===== src/rtl/ddr_pad_receiver.sv =====
// Dance-pad input receiver: per-pad 2-flop sync, counter debounce, edge strobes, event FIFO.
// Optional release events are enabled with `define PAD_RELEASE_EVT_EN.
module ddr_pad_receiver #(
    parameter int N_PADS          = 4,
    parameter int DEBOUNCE_CYCLES = 50000,
    parameter int CNT_W           = 16,
    parameter int FIFO_DEPTH      = 4
) (
    input  logic              clk,
    input  logic              rst,
    input  logic [N_PADS-1:0] pad_raw,
    output logic [N_PADS-1:0] pad_state,
    output logic [N_PADS-1:0] press_pulse,
    output logic              evt_valid,
    input  logic              evt_ready,
    output logic [N_PADS-1:0] evt_press,
    output logic [N_PADS-1:0] evt_release,
    output logic              evt_overflow,
    input  logic              clr_overflow
);

    localparam int PTR_W = $clog2(FIFO_DEPTH);
    localparam int FCNT_W = PTR_W + 1;
    localparam logic [CNT_W-1:0] DB_LAST = CNT_W'(DEBOUNCE_CYCLES - 1);
    localparam logic [FCNT_W-1:0] FIFO_FULL = FCNT_W'(FIFO_DEPTH);
`ifdef PAD_RELEASE_EVT_EN
    localparam int ENT_W = 2 * N_PADS;
`else
    localparam int ENT_W = N_PADS;
`endif

    logic [N_PADS-1:0] r_sync_p0;
    logic [N_PADS-1:0] r_sync_p1;
    logic [N_PADS-1:0] r_stable;
    logic [N_PADS-1:0] r_press;
    logic [CNT_W-1:0]  r_cnt [N_PADS];
    logic [N_PADS-1:0] w_flip;
    logic [N_PADS-1:0] w_rise;

    // Strobes are computed from the flip condition so they land in the same cycle as pad_state.
    always_comb begin
        w_flip = '0;
        for (int i = 0; i < N_PADS; i++) begin
            w_flip[i] = (r_sync_p1[i] != r_stable[i]) && (r_cnt[i] == DB_LAST);
        end
        w_rise = w_flip & r_sync_p1;
    end

    always_ff @(posedge clk or posedge rst) begin
        if (rst) begin
            r_sync_p0 <= '0;
            r_sync_p1 <= '0;
            r_stable  <= '0;
            r_press   <= '0;
            for (int i = 0; i < N_PADS; i++) begin
                r_cnt[i] <= '0;
            end
        end else begin
            r_sync_p0 <= pad_raw;
            r_sync_p1 <= r_sync_p0;
            r_press   <= w_rise;
            for (int i = 0; i < N_PADS; i++) begin
                if (r_sync_p1[i] == r_stable[i]) begin
                    r_cnt[i] <= '0;
                end else if (r_cnt[i] == DB_LAST) begin
                    r_stable[i] <= r_sync_p1[i];
                    r_cnt[i]    <= '0;
                end else begin
                    r_cnt[i] <= r_cnt[i] + CNT_W'(1);
                end
            end
        end
    end

    assign pad_state   = r_stable;
    assign press_pulse = r_press;

    logic             w_push;
    logic [ENT_W-1:0] w_entry;

`ifdef PAD_RELEASE_EVT_EN
    logic [N_PADS-1:0] r_release;
    logic [N_PADS-1:0] w_fall;

    assign w_fall = w_flip & ~r_sync_p1;

    always_ff @(posedge clk or posedge rst) begin
        if (rst) begin
            r_release <= '0;
        end else begin
            r_release <= w_fall;
        end
    end

    assign w_push  = (|r_press) | (|r_release);
    assign w_entry = {r_release, r_press};
`else
    assign w_push  = |r_press;
    assign w_entry = r_press;
`endif

    logic [ENT_W-1:0]  r_mem [FIFO_DEPTH];
    logic [PTR_W-1:0]  r_wr_ptr;
    logic [PTR_W-1:0]  r_rd_ptr;
    logic [FCNT_W-1:0] r_count;
    logic              r_overflow;
    logic              w_full;
    logic              w_pop;
    logic              w_do_push;
    logic [ENT_W-1:0]  w_head;

    assign evt_valid = (r_count != '0);
    assign w_full    = (r_count == FIFO_FULL);
    assign w_pop     = evt_valid & evt_ready;
    // A full FIFO still accepts a push when the head leaves in the same cycle.
    assign w_do_push = w_push & (~w_full | w_pop);

    always_ff @(posedge clk or posedge rst) begin
        if (rst) begin
            r_wr_ptr   <= '0;
            r_rd_ptr   <= '0;
            r_count    <= '0;
            r_overflow <= 1'b0;
        end else begin
            if (w_do_push) begin
                r_wr_ptr <= r_wr_ptr + PTR_W'(1);
            end
            if (w_pop) begin
                r_rd_ptr <= r_rd_ptr + PTR_W'(1);
            end
            if (w_do_push && !w_pop) begin
                r_count <= r_count + FCNT_W'(1);
            end else if (!w_do_push && w_pop) begin
                r_count <= r_count - FCNT_W'(1);
            end
            if (w_push && w_full && !w_pop) begin
                r_overflow <= 1'b1;
            end else if (clr_overflow) begin
                r_overflow <= 1'b0;
            end
        end
    end

    always_ff @(posedge clk) begin
        if (w_do_push) begin
            r_mem[r_wr_ptr] <= w_entry;
        end
    end

    // Head is masked by evt_valid so an empty or reset FIFO presents zeros.
    assign w_head       = evt_valid ? r_mem[r_rd_ptr] : '0;
    assign evt_press    = w_head[N_PADS-1:0];
    assign evt_overflow = r_overflow;
`ifdef PAD_RELEASE_EVT_EN
    assign evt_release  = w_head[ENT_W-1:N_PADS];
`else
    assign evt_release  = '0;
`endif

endmodule


===== config.mk =====
export PLATFORM = sky130hd
export DESIGN_NAME = ddr_pad_receiver
export DESIGN_NICKNAME = d
export VERILOG_FILES = /design/src/rtl/ddr_pad_receiver.sv
export SDC_FILE = /design/constraint.sdc
export NUM_CORES = 1
export LEC_CHECK = 0
export CORE_MARGIN = 2
export CORE_UTILIZATION = 55
export CTS_CLUSTER_SIZE = 14
export DETAILED_ROUTE_END_ITERATION = 8
export HOLD_SLACK_MARGIN = 0.12
export PLACE_DENSITY = 0.74
export SETUP_SLACK_MARGIN = 0.3
export SYNTH_ARGS = -nofsm -noshare
export SYNTH_HDL_FRONTEND = slang
export SYNTH_SLANG_ARGS = --single-unit

===== constraint.sdc =====
create_clock -name clk -period 3.2 [get_ports clk]
set_input_delay 0.32 -clock clk [delete_from_list [all_inputs] [get_ports clk]]
set_output_delay 0.32 -clock clk [all_outputs]
set_load 0.005 [all_outputs]

Word-level counts from Yosys, hierarchy flattened. Memories as Yosys holds them, arrays and structs flattened. Cells that the tools add are included. Widths: inputs -> output; s select.

Add/sub/neg operators: 8. Equal/unequal tests: 13. Mux-type cells: 15. Bitwise operators: 9. Reduce and logical (&&, ||, !) cells: 18.

Operators with widths (count): $mux 16 (8); $add 16x1->16 const B (4); $eq 16x16->1 const B (4); $logic_and 1x1->1 (8); $reduce_and 2->1 (4); $mux 3 (2); $not 1->1 (5); $add 2x1->2 const B (2); $and 4x4->4 (1); $eq 1x1->1 (4); $mux 1 (4); $mux 4 (1); $ne 1x1->1 (4); $reduce_bool 2->1 (2); $reduce_or 4->1 (1); $add 3x1->3 const B (1); $eq 3x3->1 const B (1); $reduce_bool 3->1 (1); $sub 3x1->3 const B (1); $and 1x1->1 (2); $logic_not 1->1 (2); $or 1x1->1 (1).

Flip-flop bits (word level): 88. Bits in writable memories: 16. Word-level logic and storage cells: 79. Memories: 1.

Memory list: r_mem (words 4, width 4, rd ports 1, clocked after Yosys merged registers in 0, wr ports 1, RTL line 102) `logic [ENT_W-1:0] r_mem [FIFO_DEPTH];`.

Depth between registers and ports, before layout.
Depth in word-level cells: 8. Depth in mapped cells: 9. Mapped depth without buffers: 8.

Worst setup path after synthesis. OpenSTA, ideal clock, no wires.

Path type: register to register. From: register r_count[1]. To: register r_count[2]. Arrival: 1.978 ns. Required time: 3.121 ns. Setup slack: 1.143 ns. Stages on the path, launching flop included: 10. Period minus slack after synthesis: 2.057 ns. Cells stage by stage: dfrtp_1 > or3_1 > clkbuf_1 > nand2_1 > ha_1 > inv_1 > fa_1 > xor2_1 > nor2_1 > xor2_1.

Cells in the longest elaborated chain, start to end: 7. Elaborated cells between the ends (all ways): 15.

Ends and longest elaborated chain: start, declared (RTL line 105) `logic [FCNT_W-1:0] r_count;`; start signal, assigned (RTL line 132) `r_count <= r_count + FCNT_W'(1);`; start signal, assigned (RTL line 134) `r_count <= r_count - FCNT_W'(1);`; $reduce_bool 3->1 * (RTL line 112) `assign evt_valid = (r_count != '0);`; named net evt_valid (RTL line 14) `output logic evt_valid,`; $and 1x1->1 * (RTL line 114) `assign w_pop = evt_valid & evt_ready;`; $or 1x1->1 (RTL line 116) `assign w_do_push = w_push & (~w_full | w_pop);`; $and 1x1->1 (RTL line 116); $logic_not 1->1 (RTL line 133) `end else if (!w_do_push && w_pop) begin`; $logic_and 1x1->1 (RTL line 133); $reduce_bool 2->1 (no source line).

The timed path passes the listed nets; every way through them passes the cells marked *. The select of a mux whose other input is x is not followed. A chain may end at the register's enable or synchronous reset.

Worst setup path in the final report.
From: register r_rd_ptr[0]. To: output port evt_press[2].

Cells in the longest elaborated chain, start to end: 2.

Ends and longest elaborated chain: start, declared (RTL line 104) `logic [PTR_W-1:0] r_rd_ptr;`; start signal, assigned (RTL line 129) `r_rd_ptr <= r_rd_ptr + PTR_W'(1);`; $mem_v2 4x4; $mux 4 (RTL line 151) `assign w_head = evt_valid ? r_mem[r_rd_ptr] : '0;`; end, declared (RTL line 16) `output logic [N_PADS-1:0] evt_press,`.

Every way passes these cells.

==> impl_metrics.csv <==
group,metric,value,unit
outcome,status,"finished clean",
logic_synthesis,synth_area,4763,sq um
place,gp_congestion,0.8830,
setup_path,cp_max_fo,6,
floorplanning,die_area,9421,sq um
place,io_buffer_count,21,
place,placed_cell_area,5077,sq um
routing,totalWireLength,7786,um
floorplanning,die_h,97.06,um
cells_and_area,final_area,5299,sq um
setup_path,cp-end-kind,"output pin",
logic_synthesis,yosysWarnings,0,
clock_tree,root_buffer,"clkbuf_8",
logic_synthesis,synthFlopType,"dfrtp_1",
floorplanning,core,8299,sq um
setup_path,worstPathBufferInverterCount,1,
logic_synthesis,synth_cells,418,
logic_synthesis,synth_area_leaders,"dfrtp_1, edfxtp_1, xnor2_1",
routing,ant_nets,0,
clock_tree,hold_buffers,0,
clock_tree,clock_latency,0.37,ns
pwr,leakagePower,0.002131,uW
clock_tree,cts_buffers,9,
cells_and_area,antennaDiodeCount,0,
logic_synthesis,yosysSeqAreaShare,0.5632,
place,place_hpwl,5410,um
cells_and_area,area_growth,11.24,%
setup_path,cp.required,2.88,ns
setup_path,critPathLaunchType,"register",
pwr,comb_power_share,0.073,
min_path,hp-class,"in2async",
timing,period_share,0.7519,
pwr,p_sw,623.7,uW
setup_path,crit_chain,"mux4_2, and2_1, clkdlybuf4s50_1",
clock_tree,cts_setup_buffers,0,
clock_tree,htreeDepth,3,
timing,final.setup.tns,0,ns
cells_and_area,fin_nets,463,
cells_and_area,fill_cells,655,
clock_tree,cts_tree,"done",
clock_tree,ctsResizeCount,0,
routing,drt_pass1_iterations,4,
timing,drv_slew,0,
setup_path,crit_path_top_delay_cell,"dfrtp_1",
timing,tightest_slew,0.8373,ns
floorplanning,die_w,97.06,um
routing,vias,3024,
timing,rsz0062_at_grt,"no",
floorplanning,initial_core_util,0.5739,
floorplanning,rows,33,
logic_synthesis,synth-seq-cells,104,
flow_run,maxCapViolCount,0,
pwr,power_density,478.2,nW/um^2
routing,via_per_inst,5.449,
pwr,irDropWorstVdd,0.2438,mV
setup_path,critPathMaxStageDelay,0.56,ns
timing,finalSetupViolations,0,
pwr,pwr-share-seq,0.579,
timing,hold_viol,0,
grt,grt_pass1_vias,2996,
clock_tree,cts_buffer_depth,2,
timing,maxSlewHeadroom,0.4399,
routing,drtIter0Drc,121,
cells_and_area,drive_above_1_share,0.09111,
grt,antenna_found_initial,0,
setup_path,worstSetupPathType,"reg2out",
grt,grt_pass1_wl,13780,um
grt,track_usage,0.1809,
cells_and_area,regArea,2683,sq um
setup_path,worstPathArrival,2.09,ns
floorplanning,boundaryPins,26,
cells_and_area,multiInputGateArea,1977,sq um
timing,whs,0.1884,ns
timing,fmax,415.6,MHz
clock_tree,cts.sinks,104,
logic_synthesis,yosysTopAreaCellShare,0.4623,
grt,grt_overflow_total,0,
logic_synthesis,syn_area_per_cell,11.40,sq um
pwr,clkPwrFrac,0.348,
routing,wl_per_cell,14.03,um
clock_tree,clk_pin_slew,0.10,ns
pwr,p_sw_frac,0.2461,
pwr,intPower,1910,uW
logic_synthesis,synth_edf_count,16,
timing,period_needed,2.406,ns
grt,grt_max_degree,43,
routing,post-route-drc-count,0,
setup_path,crit_family,"flip-flops",
timing,skew,0.01092,ns
logic_synthesis,synth_cell_type_count,42,
logic_synthesis,async_reset_ff_frac,0.8462,
logic_synthesis,synth_largest_area_cell,"dfrtp_1",
routing by layer:
layer	vias up	global-route usage	routed length, um
li1	1483	-	-
met1	1484	0.2448	3816
met2	51	0.2847	3599
met3	6	0.04604	264
met4	0	0.06717	105
met5	-	0	0
placed cells by master, fill, tap and decap left out, drive strengths merged:
cell type,netlist,routed
dfrtp,88,88
nor2,74,74
xnor2,52,52
nand3,23,23
clkdlybuf4s50,0,21
nand2,18,18
nand4,18,18
nor4,18,18
inv,16,18
edfxtp,16,16
nor3,14,14
xor2,13,13
clkbuf,3,10
ha,9,9
and2,8,8
and3,5,5
mux2,5,5
mux4,4,4
nor3b,4,4
conb,1,4
nor4b,4,4
or4,3,3
o41ai,2,2
nor4bb,2,2
o21ai,2,2
buf,7,2
or3,2,2
clkinv,0,2
a31o,1,1
or2,1,1
and4,1,1
o31ai,1,1
a21oi,1,1
nand2b,1,1
fa,1,1
clkinvlp,0,1
bufinv,0,1
final timing paths:
| path | slack, ns | depth (start not counted) | startpoint | end |
|---|---|---|---|---|
| setup / recovery | 0.79 | 3 | r_rd_ptr[0] | evt_press[2] |
| hold / removal | 0.19 | 2 | rst | r_sync_p0[3] |
| setup reg to reg | 0.94 | 6 | r_count[1] | r_count[1] |
| hold reg to reg | 0.36 | 0 | r_sync_p0[0] | r_sync_p1[0] |
| max in group asynchronous | 2.21 | 3 | rst | r_wr_ptr[0] |
| min in group clk | 0.36 | 0 | r_sync_p0[0] | r_sync_p1[0] |
sequential cells by signal, summed over array words and instances (netlist names):
name,count
pad_state,4
press_pulse,4
r_sync_p0,4
evt_overflow,1
r_mem,16
r_count,3
r_cnt,64
r_wr_ptr,2
r_rd_ptr,2
r_sync_p1,4
power groups by stage:
stage | Combinational (uW) | Clock (uW) | Sequential [uW]
after CTS | 191 | 910 | 1470
after global placement | 183 | 0 | 1490
final | 185 | 881 | 1470
after floorplan | 169 | 0 | 1460
after global routing | 209 | 958 | 1480
after detailed placement | 190 | 0 | 1490
layout make-up:
cell class              instances  area share
clock inverters                 6     0.01370
flip-flops and latches        104      0.5063
repair buffers                 23     0.04250
clock buffers                  10     0.02810
multi-input cells             291      0.3731
well taps                     105     0.02479
inverters                      16     0.01157
synthesized netlist by cell type (8+ instances only):
library cell / n
dfrtp_1: 88
nor2_1: 74
xnor2_1: 52
nand3_1: 20
nand2_1: 18
nand4_1: 18
nor4_1: 17
edfxtp_1: 16
inv_1: 16
nor3_1: 14
xor2_1: 13
ha_1: 9
and2_1: 8
stage by stage:
stage	utilization	power [uW]	std cells	worst slack [ns]
global route	0.6385	2645	555	0.6908
CTS	0.6385	2569	555	0.7516
floorplan	-	1626	421	0.6014
detailed placement	0.6118	1683	539	0.6407
global placement	0.6118	1672	539	0.8007
finish	0.6385	2534	555	0.7941
cell families after synthesis:
family | Yosys count | share of synthesized area
simple gates | 196 | 0.2141
compound gates | 7 | 0.01812
xor+xnor | 65 | 0.1195
buf+inv | 26 | 0.02417
flops | 104 | 0.5632
mux | 9 | 0.03231
fa+ha+maj | 10 | 0.02784
other cells | 1 | 0.0007873
Note: power is estimated with default switching activity, not from simulation.
